<file path="config.mk">
export PLATFORM = sky130hd
export DESIGN_NAME = evr_pulse_receiver_flat
export DESIGN_NICKNAME = d
export VERILOG_FILES = /design/src/rtl/evr_pulse_receiver_pkg.sv /design/src/rtl/evr_pulse_receiver_if.sv /design/src/rtl/evr_pulse_channel.sv /design/src/rtl/evr_pulse_receiver.sv /design/src/flat_wrapper.sv
export SDC_FILE = /design/constraint.sdc
export NUM_CORES = 1
export LEC_CHECK = 0
export CORE_MARGIN = 5
export CORE_UTILIZATION = 58
export CTS_BUF_LIST = sky130_fd_sc_hd__clkbuf_8
export DETAILED_ROUTE_END_ITERATION = 10
export GPL_TIMING_DRIVEN = 0
export PLACE_DENSITY = 0.94
export SYNTH_ARGS = -nofsm -noshare
export SYNTH_HDL_FRONTEND = slang
export SYNTH_SLANG_ARGS = --single-unit
export TNS_END_PERCENT = 50
</file>
<file path="constraint.sdc">
create_clock -name evrRxClk -period 3.85 [get_ports evrRxClk]
set_clock_uncertainty 0.2 [all_clocks]
set_input_delay 0.77 -clock evrRxClk [delete_from_list [all_inputs] [get_ports evrRxClk]]
set_output_delay 0.77 -clock evrRxClk [all_outputs]
set_load 0.1 [all_outputs]
</file>
<file path="src/rtl/evr_pulse_receiver_pkg.sv">
// evr_pkg: event codes and channel state encoding shared by the EVR pulse receiver
package evr_pkg;
    localparam logic [7:0] EV_SHIFT0  = 8'h70;
    localparam logic [7:0] EV_SHIFT1  = 8'h71;
    localparam logic [7:0] EV_SECONDS = 8'h7D;
    typedef enum logic [1:0] {CH_IDLE, CH_DELAY, CH_ACTIVE} ch_state_e;
endpackage

</file>
<file path="src/rtl/evr_pulse_receiver_if.sv">
// evr_pulse_receiver_if: receive stream, channel configuration and trigger/time-stamp outputs
interface evr_pulse_receiver_if #(
    parameter int SECONDS_WIDTH = 32,
    parameter int TICKS_WIDTH   = 32,
    parameter int CHANNEL_COUNT = 4,
    parameter int DELAY_WIDTH   = 24,
    parameter int PWIDTH_WIDTH  = 16
);
    localparam int CW = CHANNEL_COUNT > 1 ? $clog2(CHANNEL_COUNT) : 1;
    localparam int TW = SECONDS_WIDTH + TICKS_WIDTH;
    logic [15:0]                 evrRxWord;
    logic [1:0]                  evrCharIsK;
    logic                        cfgWrite;
    logic [CW-1:0]               cfgChannel;
    logic                        cfgEnable;
    logic [7:0]                  cfgEvCode;
    logic [DELAY_WIDTH-1:0]      cfgDelay;
    logic [PWIDTH_WIDTH-1:0]     cfgWidth;
    logic [TW-1:0]               timestamp;
    logic                        timestampValid;
    logic                        ppsMarker;
    logic                        secondsError;
    logic [CHANNEL_COUNT-1:0]    pulseOut;
    logic [CHANNEL_COUNT-1:0]    trigValid;
    logic [CHANNEL_COUNT*TW-1:0] trigTimestamp;
    logic [7:0]                  distributedDataBus;
    modport master (
        output evrRxWord, evrCharIsK, cfgWrite, cfgChannel, cfgEnable, cfgEvCode, cfgDelay, cfgWidth,
        input  timestamp, timestampValid, ppsMarker, secondsError, pulseOut, trigValid, trigTimestamp,
               distributedDataBus
    );
    modport slave (
        input  evrRxWord, evrCharIsK, cfgWrite, cfgChannel, cfgEnable, cfgEvCode, cfgDelay, cfgWidth,
        output timestamp, timestampValid, ppsMarker, secondsError, pulseOut, trigValid, trigTimestamp,
               distributedDataBus
    );
endinterface

</file>
<file path="src/rtl/evr_pulse_channel.sv">
// evr_pulse_channel: one programmable delay/width pulse generator with trigger time-stamp latch
module evr_pulse_channel import evr_pkg::*; #(
    parameter int TW           = 64,
    parameter int DELAY_WIDTH  = 24,
    parameter int PWIDTH_WIDTH = 16
) (
    input  logic                    clk,
    input  logic                    rst_n,
    input  logic                    cfg_wr_i,
    input  logic                    cfg_en_i,
    input  logic [7:0]              cfg_code_i,
    input  logic [DELAY_WIDTH-1:0]  cfg_delay_i,
    input  logic [PWIDTH_WIDTH-1:0] cfg_width_i,
    input  logic                    ev_valid_i,
    input  logic [7:0]              ev_code_i,
    input  logic [TW-1:0]           ev_ts_i,
    output logic                    pulse_o,
    output logic                    trig_valid_o,
    output logic [TW-1:0]           trig_ts_o
);
    localparam int NW = DELAY_WIDTH > PWIDTH_WIDTH ? DELAY_WIDTH : PWIDTH_WIDTH;
    ch_state_e               state_q, state_d;
    logic [NW-1:0]           cnt_q, cnt_d;
    logic                    en_q;
    logic [7:0]              code_q;
    logic [DELAY_WIDTH-1:0]  delay_q;
    logic [PWIDTH_WIDTH-1:0] width_q;
    logic                    trig_q, trig_d;
    logic [TW-1:0]           ts_q, ts_d;
    logic                    hit;

    assign hit = ev_valid_i && en_q && ev_code_i == code_q;

    always_comb begin
        state_d = state_q;
        cnt_d   = cnt_q;
        trig_d  = 1'b0;
        ts_d    = ts_q;
        if (cfg_wr_i) state_d = CH_IDLE;
        else case (state_q)
            CH_IDLE: if (hit) begin
                trig_d  = 1'b1;
                ts_d    = ev_ts_i;
                state_d = delay_q != '0 ? CH_DELAY : width_q != '0 ? CH_ACTIVE : CH_IDLE;
                cnt_d   = delay_q != '0 ? NW'(delay_q) : NW'(width_q);
            end
            CH_DELAY: begin
                // a zero width skips ACTIVE so the output never rises
                cnt_d   = cnt_q == NW'(1) ? NW'(width_q) : cnt_q - NW'(1);
                state_d = cnt_q != NW'(1) ? CH_DELAY : width_q != '0 ? CH_ACTIVE : CH_IDLE;
            end
            CH_ACTIVE: begin
                cnt_d   = cnt_q - NW'(1);
                state_d = cnt_q == NW'(1) ? CH_IDLE : CH_ACTIVE;
            end
            default: state_d = CH_IDLE;
        endcase
    end

    always_ff @(posedge clk or negedge rst_n)
        if (!rst_n) begin
            state_q <= CH_IDLE;
            cnt_q   <= '0;
            trig_q  <= 1'b0;
            ts_q    <= '0;
            en_q    <= 1'b0;
            code_q  <= '0;
            delay_q <= '0;
            width_q <= '0;
        end else begin
            state_q <= state_d;
            cnt_q   <= cnt_d;
            trig_q  <= trig_d;
            ts_q    <= ts_d;
            if (cfg_wr_i) begin
                en_q    <= cfg_en_i;
                code_q  <= cfg_code_i;
                delay_q <= cfg_delay_i;
                width_q <= cfg_width_i;
            end
        end

    assign pulse_o      = state_q == CH_ACTIVE;
    assign trig_valid_o = trig_q;
    assign trig_ts_o    = ts_q;
endmodule

</file>
<file path="src/rtl/evr_pulse_receiver.sv">
// evr_pulse_receiver: EVR stream decode, seconds/ticks time stamp and a bank of pulse generators
module evr_pulse_receiver import evr_pkg::*; #(
    parameter int SECONDS_WIDTH = 32,
    parameter int TICKS_WIDTH   = 32,
    parameter int CHANNEL_COUNT = 4,
    parameter int DELAY_WIDTH   = 24,
    parameter int PWIDTH_WIDTH  = 16,
    parameter int TICK_TIMEOUT  = 125000000 + 1000
) (
    input logic           evrRxClk,
    input logic           evrRxRst_n,
    evr_pulse_receiver_if.slave bus
);
    localparam int CW = CHANNEL_COUNT > 1 ? $clog2(CHANNEL_COUNT) : 1;
    localparam int TW = SECONDS_WIDTH + TICKS_WIDTH;
    localparam int BW = $clog2(SECONDS_WIDTH + 1);
    localparam logic [TICKS_WIDTH-1:0] TIMEOUT = TICKS_WIDTH'(TICK_TIMEOUT);

    logic [SECONDS_WIDTH-1:0] seconds_q, seconds_d, shift_q, shift_d, sec_inc;
    logic [TICKS_WIDTH-1:0]   ticks_q, ticks_d;
    logic [BW-1:0]            bits_left_q, bits_left_d;
    logic                     valid_q, valid_d, pps_q, err_q, err_d;
    logic                     pipe_valid_q;
    logic [7:0]               pipe_code_q;
    logic [TW-1:0]            pipe_ts_q;
    logic [7:0]               code;
    logic                     ev, is_marker, is_shift;

    assign code      = bus.evrRxWord[7:0];
    assign ev        = !bus.evrCharIsK[0];
    assign is_marker = ev && code == EV_SECONDS;
    assign is_shift  = ev && (code == EV_SHIFT0 || code == EV_SHIFT1);
    assign sec_inc   = seconds_q + SECONDS_WIDTH'(1);

    always_comb begin
        seconds_d   = seconds_q;
        shift_d     = shift_q;
        bits_left_d = bits_left_q;
        valid_d     = valid_q;
        err_d       = 1'b0;
        ticks_d     = &ticks_q ? ticks_q : ticks_q + TICKS_WIDTH'(1);
        if (is_marker) begin
            // a complete shifted-in second is loaded, a short one just advances the count
            ticks_d     = '0;
            bits_left_d = BW'(SECONDS_WIDTH);
            seconds_d   = bits_left_q == '0 ? shift_q : sec_inc;
            valid_d     = bits_left_q == '0 ? 1'b1 : valid_q;
            err_d       = bits_left_q != '0 || (valid_q && shift_q != sec_inc);
        end else if (ticks_d == TIMEOUT) valid_d = 1'b0;
        if (is_shift) begin
            shift_d     = {shift_q[SECONDS_WIDTH-2:0], code[0]};
            bits_left_d = bits_left_q == '0 ? '0 : bits_left_q - BW'(1);
        end
    end

    always_ff @(posedge evrRxClk or negedge evrRxRst_n)
        if (!evrRxRst_n) begin
            seconds_q    <= '0;
            shift_q      <= '0;
            ticks_q      <= '0;
            bits_left_q  <= BW'(SECONDS_WIDTH);
            valid_q      <= 1'b0;
            pps_q        <= 1'b0;
            err_q        <= 1'b0;
            pipe_valid_q <= 1'b0;
            pipe_code_q  <= '0;
            pipe_ts_q    <= '0;
        end else begin
            seconds_q    <= seconds_d;
            shift_q      <= shift_d;
            ticks_q      <= ticks_d;
            bits_left_q  <= bits_left_d;
            valid_q      <= valid_d;
            pps_q        <= is_marker;
            err_q        <= err_d;
            pipe_valid_q <= ev && code != '0;
            pipe_code_q  <= code;
            pipe_ts_q    <= {seconds_q, ticks_q};
        end

    assign bus.timestamp          = {seconds_q, ticks_q};
    assign bus.timestampValid     = valid_q;
    assign bus.ppsMarker          = pps_q;
    assign bus.secondsError       = err_q;
    assign bus.distributedDataBus = bus.evrRxWord[15:8];

    for (genvar c = 0; c < CHANNEL_COUNT; c++) begin : g_ch
        evr_pulse_channel #(
            .TW(TW),
            .DELAY_WIDTH(DELAY_WIDTH),
            .PWIDTH_WIDTH(PWIDTH_WIDTH)
        ) u_ch (
            .clk(evrRxClk),
            .rst_n(evrRxRst_n),
            .cfg_wr_i(bus.cfgWrite && bus.cfgChannel == CW'(c)),
            .cfg_en_i(bus.cfgEnable),
            .cfg_code_i(bus.cfgEvCode),
            .cfg_delay_i(bus.cfgDelay),
            .cfg_width_i(bus.cfgWidth),
            .ev_valid_i(pipe_valid_q),
            .ev_code_i(pipe_code_q),
            .ev_ts_i(pipe_ts_q),
            .pulse_o(bus.pulseOut[c]),
            .trig_valid_o(bus.trigValid[c]),
            .trig_ts_o(bus.trigTimestamp[c*TW +: TW])
        );
    end
endmodule

</file>
<file path="src/flat_wrapper.sv">
// flat-port wrapper written by rule: the top's interface ports become plain ports
module evr_pulse_receiver_flat import evr_pkg::*;
#(
    parameter int SECONDS_WIDTH = 32,
    parameter int TICKS_WIDTH   = 32,
    parameter int CHANNEL_COUNT = 4,
    parameter int DELAY_WIDTH   = 24,
    parameter int PWIDTH_WIDTH  = 16,
    parameter int TICK_TIMEOUT  = 125000000 + 1000
)
  (evrRxClk, evrRxRst_n, bus_evrRxWord, bus_evrCharIsK, bus_cfgWrite, bus_cfgChannel, bus_cfgEnable, bus_cfgEvCode, bus_cfgDelay, bus_cfgWidth, bus_timestamp, bus_timestampValid, bus_ppsMarker, bus_secondsError, bus_pulseOut, bus_trigValid, bus_trigTimestamp, bus_distributedDataBus);
  evr_pulse_receiver_if #(.SECONDS_WIDTH(SECONDS_WIDTH), .TICKS_WIDTH(TICKS_WIDTH), .CHANNEL_COUNT(CHANNEL_COUNT), .DELAY_WIDTH(DELAY_WIDTH), .PWIDTH_WIDTH(PWIDTH_WIDTH)) bus_i ();
  input logic evrRxClk;
  input logic evrRxRst_n;
  input wire logic [$bits(bus_i.evrRxWord)-1:0] bus_evrRxWord;
  input wire logic [$bits(bus_i.evrCharIsK)-1:0] bus_evrCharIsK;
  input wire logic [$bits(bus_i.cfgWrite)-1:0] bus_cfgWrite;
  input wire logic [$bits(bus_i.cfgChannel)-1:0] bus_cfgChannel;
  input wire logic [$bits(bus_i.cfgEnable)-1:0] bus_cfgEnable;
  input wire logic [$bits(bus_i.cfgEvCode)-1:0] bus_cfgEvCode;
  input wire logic [$bits(bus_i.cfgDelay)-1:0] bus_cfgDelay;
  input wire logic [$bits(bus_i.cfgWidth)-1:0] bus_cfgWidth;
  output wire logic [$bits(bus_i.timestamp)-1:0] bus_timestamp;
  output wire logic [$bits(bus_i.timestampValid)-1:0] bus_timestampValid;
  output wire logic [$bits(bus_i.ppsMarker)-1:0] bus_ppsMarker;
  output wire logic [$bits(bus_i.secondsError)-1:0] bus_secondsError;
  output wire logic [$bits(bus_i.pulseOut)-1:0] bus_pulseOut;
  output wire logic [$bits(bus_i.trigValid)-1:0] bus_trigValid;
  output wire logic [$bits(bus_i.trigTimestamp)-1:0] bus_trigTimestamp;
  output wire logic [$bits(bus_i.distributedDataBus)-1:0] bus_distributedDataBus;
  assign bus_i.evrRxWord = bus_evrRxWord;
  assign bus_i.evrCharIsK = bus_evrCharIsK;
  assign bus_i.cfgWrite = bus_cfgWrite;
  assign bus_i.cfgChannel = bus_cfgChannel;
  assign bus_i.cfgEnable = bus_cfgEnable;
  assign bus_i.cfgEvCode = bus_cfgEvCode;
  assign bus_i.cfgDelay = bus_cfgDelay;
  assign bus_i.cfgWidth = bus_cfgWidth;
  assign bus_timestamp = bus_i.timestamp;
  assign bus_timestampValid = bus_i.timestampValid;
  assign bus_ppsMarker = bus_i.ppsMarker;
  assign bus_secondsError = bus_i.secondsError;
  assign bus_pulseOut = bus_i.pulseOut;
  assign bus_trigValid = bus_i.trigValid;
  assign bus_trigTimestamp = bus_i.trigTimestamp;
  assign bus_distributedDataBus = bus_i.distributedDataBus;
  evr_pulse_receiver #(.SECONDS_WIDTH(SECONDS_WIDTH), .TICKS_WIDTH(TICKS_WIDTH), .CHANNEL_COUNT(CHANNEL_COUNT), .DELAY_WIDTH(DELAY_WIDTH), .PWIDTH_WIDTH(PWIDTH_WIDTH), .TICK_TIMEOUT(TICK_TIMEOUT)) u_core (.evrRxClk(evrRxClk), .evrRxRst_n(evrRxRst_n), .bus(bus_i));
endmodule
</file>
==> results.txt, run 1 <==
The reg-to-reg critical path endpoint is u_core.bus.timestampValid. The setup slack on the worst flop-to-flop path came out at 0.05 ns. Compared with the post-synthesis result, the final layout area differs by 23.2%. Ranked by total cell area, the synthesized netlist is headed by sky130_fd_sc_hd__dfrtp_1, sky130_fd_sc_hd__mux2_2, sky130_fd_sc_hd__o21ai_0. The measured slew at the worst slew-check pin came out at 1.42 ns. The worst setup path is of the reg2out kind. The total global routing track utilization came out at 34.7%. The post-CTS clock slew at the launch and capture registers of the worst setup and hold paths came out at 0.07 ns. Counting instances, the worst hold path has a depth of 0. The number of DRC violations after detailed routing came out at 18. The placeable core region came out at 57500 µm². The clock network is responsible for 27.1% of the overall power. The total routed wirelength is 112000 µm. The die is 250 µm tall.

The final layout contains 3475 nets. The via count of the routed design came out at 28200. The synthesized netlist net count is 2945. The placer's final routability congestion estimate came out at 0.973. In this run the static leakage power is 0.0180 µW. In this run the cell area of the synthesized design comes to 33500 µm². The number of library cell types mapped by synthesis is 82. Per report_power, the sequential group accounts for 40.0% of the total. The TritonCTS buffer count is 116. The biggest fanout along the worst timing path came out at 4. The library cell with the largest summed area after synthesis is sky130_fd_sc_hd__dfrtp_1. The checks that failed: design-rule violations. The detailed router's first-iteration violation count came out at 3820.

The relative contribution of combinational cells to total power came out at 32.9%. Input and output buffers added on the ports amount to 401. The average wire per standard cell came out at 26.4 µm. The internal portion of the total power is 15700 µW. The cell count after placement came out at 4020. Dividing total power by cell area gives a power density of 648 nW/µm².

The number of rows in the core area came out at 88. Measured against its own limit, the worst slew margin works out to 4.93%. The area share of the largest cell type after synthesis came out at 55.0%.

The number of synthesized register bits is 738. The delay of the slowest cell on the worst path is 1.12 ns. The number of antenna violations at the first check in global routing came to 8. The count of synthesis-stage warnings from yosys came out at 0.

The worst register-to-register path has a depth of 9. The post-detailed-route via-to-cell ratio is 6.65. The share of the core filled with cells is 71.8%.

The number of sinks driven by the clock tree came out at 738. The flow ran to the end, but the final reports show violations. The switching part of the total came out at 41.5%. The maximum number of pins on one net before global-route repair is 117. The filler-free cell count of the finished design is 4234. The count of flip-flops with a built-in enable after synthesis came out at 0.

The final-report setup violation count came out at 0. The shortest period the worst path allows is 3.81 ns. The count of nets left with antenna violations after detail routing came out at 0. For hold timing, the worst endpoint is u_core.pipe_ts_q[2]. The most frequent cell after synthesis is sky130_fd_sc_hd__dfrtp_1. The sort of element at the end of the critical path is a primary output. TritonCTS built the clock tree. For this run, the leading register cell type out of synthesis is sky130_fd_sc_hd__dfrtp_1. In the finished design, the share of the clock period the worst path needs comes to 98.8%. The largest buffer count on any clock path came out at 3. The switching power is 11100 µW. The detailed route wirelength on metal2 came out at 51800 µm. The hold violation total from the final report came out at 0. The effective utilization at floorplan came out at 58.3%. The global-route congestion overflow total is 0. The first-pass GRT wire length came out at 172000 µm. In this run the clock root is driven by a sky130_fd_sc_hd__clkbuf_8. In this run the critical register-to-register path is launched from u_core.ticks_q[1]. The path type of the worst min-delay path is reg2reg. The post-synthesis area per instance came out at 11.8 µm². Traced cell by cell, the critical path runs through inv_1, ha_1, buf_4, clkdlybuf4s50_1. The total iterations of the first detailed-routing run is 11. The post-route total power is 26800 µW. The routed design uses 13500 µm of met3 wire. The data arrival time of the worst path is 2.84 ns. The half-perimeter wire length after placement is 73500 µm.

The highest ir drop seen on vdd came out at 546 µV. The H-tree was split into 3 levels. After synthesis, the most frequently instantiated cells are sky130_fd_sc_hd__dfrtp_1, sky130_fd_sc_hd__mux2_2, sky130_fd_sc_hd__o21ai_0. The number of pins exceeding their max-slew limit in the final report came out at 0. The die outline area is 62700 µm². The via count of the first global-routing pass is 28800. The highest signal layer in the routed design is met5. The number of primary I/O pins is 411. After technology mapping, the gate count stands at 2846. The routed length on met1 came out at 38300 µm. The worst-path cell with the longest stage delay is sky130_fd_sc_hd__clkdlybuf4s50_1. Setup repair after global routing could not meet its margin everywhere. In this run the most critical hold path is launched from u_core.ticks_q[2]. The critical path required time is 2.88 ns. The horizontal die dimension is 250 µm. The max-cap violation count came out at 0. The kind of launch point of the worst setup path is a flop. The share of the Yosys chip area taken by registers is 55.1%. The async set or reset register ratio after synthesis is 100%. The post-route netlist has 21.3% of its cells at a drive strength greater than 1. The maximum achievable frequency is 263 MHz. Clock latency on the worst-skew pair, taken at its later pin, is 0.77 ns.
## metrics by stage
stage | hold slack [ns] | worst slack, ns | area, µm² | setup TNS [ns]
6_report | 0.256 | 0.0448 | 41300 | 0
5_1_grt | 0.259 | -0.0156 | 41300 | -0.0156
4_1_cts | 0.248 | 0.0227 | 41200 | 0
3_5_place_dp | 0.199 | -0.206 | 38700 | -9.42
3_3_place_gp | 0.204 | -33.18 | 38500 | -
2_1_floorplan | 0.238 | 0.0137 | 33500 | 0
## worst max-delay path, delay by kind of cell, from the launching register on
family	cells	cell delay, ns
fa+ha+maj	1	0.30
flops	1	0.42
buf+inv	3	1.37
## power by group through the flow
stage	clock (µW)	sequential, µW	combinational [µW]
after floorplan	0	12100	4240
after global placement	0	10600	8100
after detailed placement	0	10700	8380
after CTS	7270	10600	8560
after global routing	7620	10800	9330
final	7240	10700	8810
## worst max path at each step
stage / slack [ns] / endpoint / from / depth (start not counted)
after floorplan: 0.01 / u_core.bus.timestampValid / u_core.ticks_q[1] / 9
after global placement: -33.18 / u_core.ticks_q[0] / evrRxRst_n / 1
after detailed placement: -0.21 / u_core.g_ch[2].u_ch.trig_ts_o[54] / bus_cfgChannel[0] / 6
after CTS: 0.02 / u_core.bus.timestampValid / u_core.ticks_q[1] / 8
after global routing: -0.02 / u_core.bus.timestampValid / u_core.ticks_q[1] / 9
final: 0.04 / bus_pulseOut[3] / u_core.g_ch[3].u_ch.state_q[0] / 4
## timing repair
action,CTS,global route
resized for setup,0,4
endpoints found under the setup margin,0,12
hold buffers,1,0
setup buffers,0,2
hold endpoints to repair,82,0
## flip-flops by register name, indices dropped and copies added (netlist names)
name	count
u_core.bus.timestampValid	1
u_core.ticks_q	32
u_core.pipe_ts_q	64
u_core.g_ch.u_ch.en_q	4
u_core.g_ch.u_ch.code_q	32
u_core.g_ch.u_ch.trig_ts_o	256
u_core.shift_q	32
u_core.g_ch.u_ch.delay_q	96
u_core.pipe_valid_q	1
u_core.g_ch.u_ch.state_q	8
u_core.bus.secondsError	1
u_core.g_ch.u_ch.trig_valid_o	4
u_core.pipe_code_q	8
u_core.seconds_q	32
u_core.bus.ppsMarker	1
u_core.g_ch.u_ch.cnt_q	96
u_core.bits_left_q	6
u_core.g_ch.u_ch.width_q	64
## cell families after synthesis
kind of cell               Yosys count  share of synthesized area, %
AOI/OAI and AO/OA                  582                          11.3
xor gates and xnor gates           121                          3.16
adders and majority gates           27                          1.01
buffers and inverters              216                          2.67
DFF                                738                          55.1
muxes                              489                          16.4
and+or+nand+nor                    673                          10.3
## routing by layer
layer	track usage [%]	up-vias
met4	19.1	10
li1	-	11500
met3	12.2	690
met1	41.4	13700
met2	55.3	2185
met5	0	-
## placed cells by master, fill, tap and decap left out, types with 9 or more instances in the layout
cell type	n
sky130_fd_sc_hd__dfrtp_1	736
sky130_fd_sc_hd__mux2_2	484
sky130_fd_sc_hd__clkdlybuf4s50_1	399
sky130_fd_sc_hd__o21ai_0	174
sky130_fd_sc_hd__nor2_1	166
sky130_fd_sc_hd__clkbuf_8	149
sky130_fd_sc_hd__a21oi_1	143
sky130_fd_sc_hd__clkbuf_1	137
sky130_fd_sc_hd__nand2_1	122
sky130_fd_sc_hd__nor4_1	83
sky130_fd_sc_hd__nand3_1	70
sky130_fd_sc_hd__xor2_1	69
sky130_fd_sc_hd__inv_1	65
sky130_fd_sc_hd__nor3_1	63
sky130_fd_sc_hd__xnor2_1	52
sky130_fd_sc_hd__nand4_1	39
sky130_fd_sc_hd__a211oi_1	29
sky130_fd_sc_hd__a211o_1	28
sky130_fd_sc_hd__ha_1	27
sky130_fd_sc_hd__and3_1	25
sky130_fd_sc_hd__o31ai_1	25
sky130_fd_sc_hd__a32o_1	23
sky130_fd_sc_hd__clkinv_2	23
sky130_fd_sc_hd__buf_4	21
sky130_fd_sc_hd__a22o_1	21
sky130_fd_sc_hd__or3_1	16
sky130_fd_sc_hd__o22ai_1	16
sky130_fd_sc_hd__a31oi_1	15
sky130_fd_sc_hd__o2bb2ai_1	14
sky130_fd_sc_hd__and2_1	11
sky130_fd_sc_hd__and4_1	10
sky130_fd_sc_hd__a32oi_1	10
sky130_fd_sc_hd__buf_1	9
sky130_fd_sc_hd__nand2b_1	9
## final cells by class
type / instances / area (µm²)
buffer: 172 / 729
timing repair buffer: 412 / 4240
fill: 3553 / 16200
tap: 765 / 957
sequential: 738 / 18500
clock buffer: 149 / 2050
multi-input combinational: 1892 / 14200
clock inverter: 60 / 487
antenna: 2 / 5.00
inverter: 44 / 165
Power figures use the tool's default switching activity.
==> inputs of run 2 (changes only) <==
--- a/config.mk
+++ b/config.mk
@@ -6,11 +6,11 @@
 export NUM_CORES = 1
 export LEC_CHECK = 0
 export CORE_MARGIN = 5
-export CORE_UTILIZATION = 58
+export CORE_UTILIZATION = 40
 export CTS_BUF_LIST = sky130_fd_sc_hd__clkbuf_8
 export DETAILED_ROUTE_END_ITERATION = 10
 export GPL_TIMING_DRIVEN = 0
-export PLACE_DENSITY = 0.94
+export PLACE_DENSITY = 0.72
 export SYNTH_ARGS = -nofsm -noshare
 export SYNTH_HDL_FRONTEND = slang
 export SYNTH_SLANG_ARGS = --single-unit
==> results.txt, run 2 (synthesis gave the netlist of run 1 again) <==
The via count of the first global-routing pass came out at 26400 (-8.6%). The number of primary I/O pins came out at 411 (unchanged). The number of filler cells placed in the layout is 7337 (+110%). The die outline area came out at 89600 µm² (+43%).

The horizontal die dimension came to 299 µm (+20%). The number of antenna violations at the first check in global routing was 5 (-3). The biggest fanout along the worst timing path is 10 (+6). The flow ran to the end, and the final reports show no timing, DRC or antenna violations. The ratio of final minimum period to clock period is 96.5% (-2.3 points).

The startpoint identified for the worst register-to-register timing path is u_core.ticks_q[1]. The worst hold path begins at u_core.seconds_q[15]. The kind of launch point of the worst setup path is a flop. The setup TNS came out at 0 ns (unchanged). The relative area change from synthesis to final layout is 24.8%.

The largest buffer count on any clock path came to 3 (unchanged). The post-placement cell area is 39100 µm² (+1.2%). The number of DRC violations after detailed routing came to 0 (-18). The flip-flop count of the largest register, all copies and words added was 256 (unchanged).

Setup repair after global routing could not meet its margin everywhere. The post-detailed-route via-to-cell ratio is 5.66 (-15%). The path type of the worst min-delay path is reg2reg.

The post-CTS clock slew at the launch and capture registers of the worst setup and hold paths came out at 0.06 ns (about the same). The remaining max-slew budget at the tightest pin is 13.3% (+8.4 points). The maximum achievable frequency came to 269 MHz (+2.4%). The critical path is of the reg2reg type. Leaving out fill and tap cells, the most frequent cell in the layout is sky130_fd_sc_hd__dfrtp_1. The average wire per standard cell came out at 22.6 µm (-14%). The number of port buffers came out at 401 (unchanged).

The final non-filler cell area is 41800 µm² (+1.3%). The H-tree depth reported by CTS came out at 4 (+1). The power density over the cells is 630 nW/µm² (-2.8%). The vertical extent of the die came out at 299 µm (+20%). The total leakage power came out at 0.0181 µW (+0.81%).

The data arrival time of the worst path came to 4.17 ns (+1.33 ns). The highest ir drop seen on vdd is 330 µV (-40%). The measured slew at the worst slew-check pin came out at 1.29 ns (-0.135 ns).

The count of nets left with antenna violations after detail routing is 0 (unchanged). The smallest hold slack came out at 0.214 ns (-0.0420 ns). The total routed wirelength is 103000 µm (-7.5%). The hold violation total from the final report came to 0 (unchanged). The final-report setup violation count was 0 (unchanged).

The first-pass GRT wire length is 159000 µm (-7.5%). The number of rows in the core area is 106 (+20%). The tree is rooted in a sky130_fd_sc_hd__clkbuf_8.

The total global routing track utilization is 22.7% (-12 points). The placer's final routability congestion estimate is 0.923 (-5.1%). The shortest period the worst path allows came to 3.71 ns (-0.0902 ns). The detailed router's first-iteration violation count came out at 2138 (-44%). The TritonCTS clock tree is built. STA classifies the critical path endpoint as a flop. The share of the core filled with cells is 50.1% (-22 points). The sequential cell area in the final layout is 18500 µm² (unchanged). The post-route total power came out at 26400 µW (-1.5%).

The placeable core region came out at 83400 µm² (+45%). The launching instance or port of the critical path is u_core.ticks_q[1]. The maximum number of pins on one net before global-route repair is 125 (+6.8%). The critical path required time came to 4.30 ns (+1.42 ns). The insertion delay of the later-clocked pin in the worst-skew pair came to 0.79 ns (+0.02 ns). The via count of the routed design is 25900 (-8.1%).

The TritonCTS buffer count came out at 133 (+15%). The total iterations of the first detailed-routing run is 6 (-5). The multi-input gate area in the final layout came out at 14200 µm² (about the same).

The number of pins exceeding their max-slew limit in the final report is 0 (unchanged). The half-perimeter wire length after placement came out at 73600 µm (+0.24%). The number of sinks driven by the clock tree is 738 (unchanged).

The library cells used most frequently in the layout, excluding fill and tap cells, are sky130_fd_sc_hd__dfrtp_1, sky130_fd_sc_hd__mux2_2, sky130_fd_sc_hd__clkdlybuf4s50_1. The share of cells above drive strength 1 is 21.4% (+0.076 points). The effective utilization at floorplan came out at 40.2% (-18 points).

The global-route congestion overflow total came out at 0 (unchanged). The max-cap violation count is 0 (unchanged). The final net count came out at 3493 (+0.52%).
==> run 2: cell count changes in the layout (fill, tap and decap cells not counted), moves of 2 or more <==
cell and change:
sky130_fd_sc_hd__diode_2 +3, sky130_fd_sc_hd__buf_16 +2, sky130_fd_sc_hd__clkdlybuf4s50_1 -2, sky130_fd_sc_hd__clkinv_2 -9
sky130_fd_sc_hd__clkbuf_8 +17, sky130_fd_sc_hd__bufinv_16 -4, sky130_fd_sc_hd__inv_16 -2, sky130_fd_sc_hd__clkinvlp_4 +6
sky130_fd_sc_hd__inv_1 +17, sky130_fd_sc_hd__nor4_2 -2
==> run 2: repair_timing <==
item | 4_1_cts | 5_1_grt
buffers inserted | 0 | 0
hold endpoints to repair | 67 | 0
hold buffers | 1 | 0
gates resized for setup | 3 | 3
gates cloned | 0 | 0
endpoints found under the setup margin | 12 | 3
==> run 2: metrics by stage <==
| stage | worst slack, ns | instances |
|---|---|---|
| 4_1_cts | 0.0120 | 4572 |
| 5_1_grt | -0.00766 | 4574 |
| 3_3_place_gp | -34.59 | 4327 |
| 3_5_place_dp | -0.584 | 4338 |
| 6_report | 0.135 | 4577 |
| 2_1_floorplan | 0.0137 | 2846 |
==> run 2: final cells by class <==
type | count | share of cell area, %
Multi-Input combinational cell | 1892 | 33.9
Clock buffer | 166 | 5.46
Timing Repair Buffer | 413 | 10.3
Inverter | 44 | 0.395
Clock inverter | 67 | 0.844
Sequential cell | 738 | 44.2
Buffer | 172 | 1.74
Tap cell | 1080 | 3.23
Antenna cell | 5 | 0.0299
==> run 2: critical path: stages (launching register included) <==
cell and delay (ns):
sky130_fd_sc_hd__dfrtp_1 0.56, sky130_fd_sc_hd__ha_1 0.34, sky130_fd_sc_hd__nand3_1 0.20, sky130_fd_sc_hd__or4_1 0.56, sky130_fd_sc_hd__buf_6 0.16, sky130_fd_sc_hd__o31ai_4 0.51, sky130_fd_sc_hd__nor4_2 0.13, sky130_fd_sc_hd__or4b_4 0.52
sky130_fd_sc_hd__a221oi_2 0.28, sky130_fd_sc_hd__a31oi_1 0.12
==> run 2: path summary, 6_finish.rpt <==
path,slack [ns],to,depth (start not counted)
worst max register to register,0.14,u_core.bus.timestampValid,9
worst max-delay path,0.14,u_core.bus.timestampValid,9
max in group asynchronous,1.19,u_core.g_ch[2].u_ch.trig_ts_o[25],5
worst min register to register,0.21,u_core.pipe_ts_q[47],0
worst min-delay path,0.21,u_core.pipe_ts_q[47],0
min in group asynchronous,0.34,u_core.g_ch[1].u_ch.cnt_q[5],2
==> run 2: power breakdown <==
group	switching, µW	internal (µW)
Clock	3350	3950
Sequential	1520	9060
Combinational	5740	2730
==> run 2: routing by layer <==
| layer | routed length, µm | up-vias | global-route usage (%) |
|---|---|---|---|
| met5 | 0 | - | 0 |
| li1 | - | 11600 | - |
| met3 | 8430 | 170 | 5.88 |
| met4 | 2650 | 0 | 7.32 |
| met1 | 42000 | 13000 | 29.0 |
| met2 | 50300 | 1087 | 37.8 |
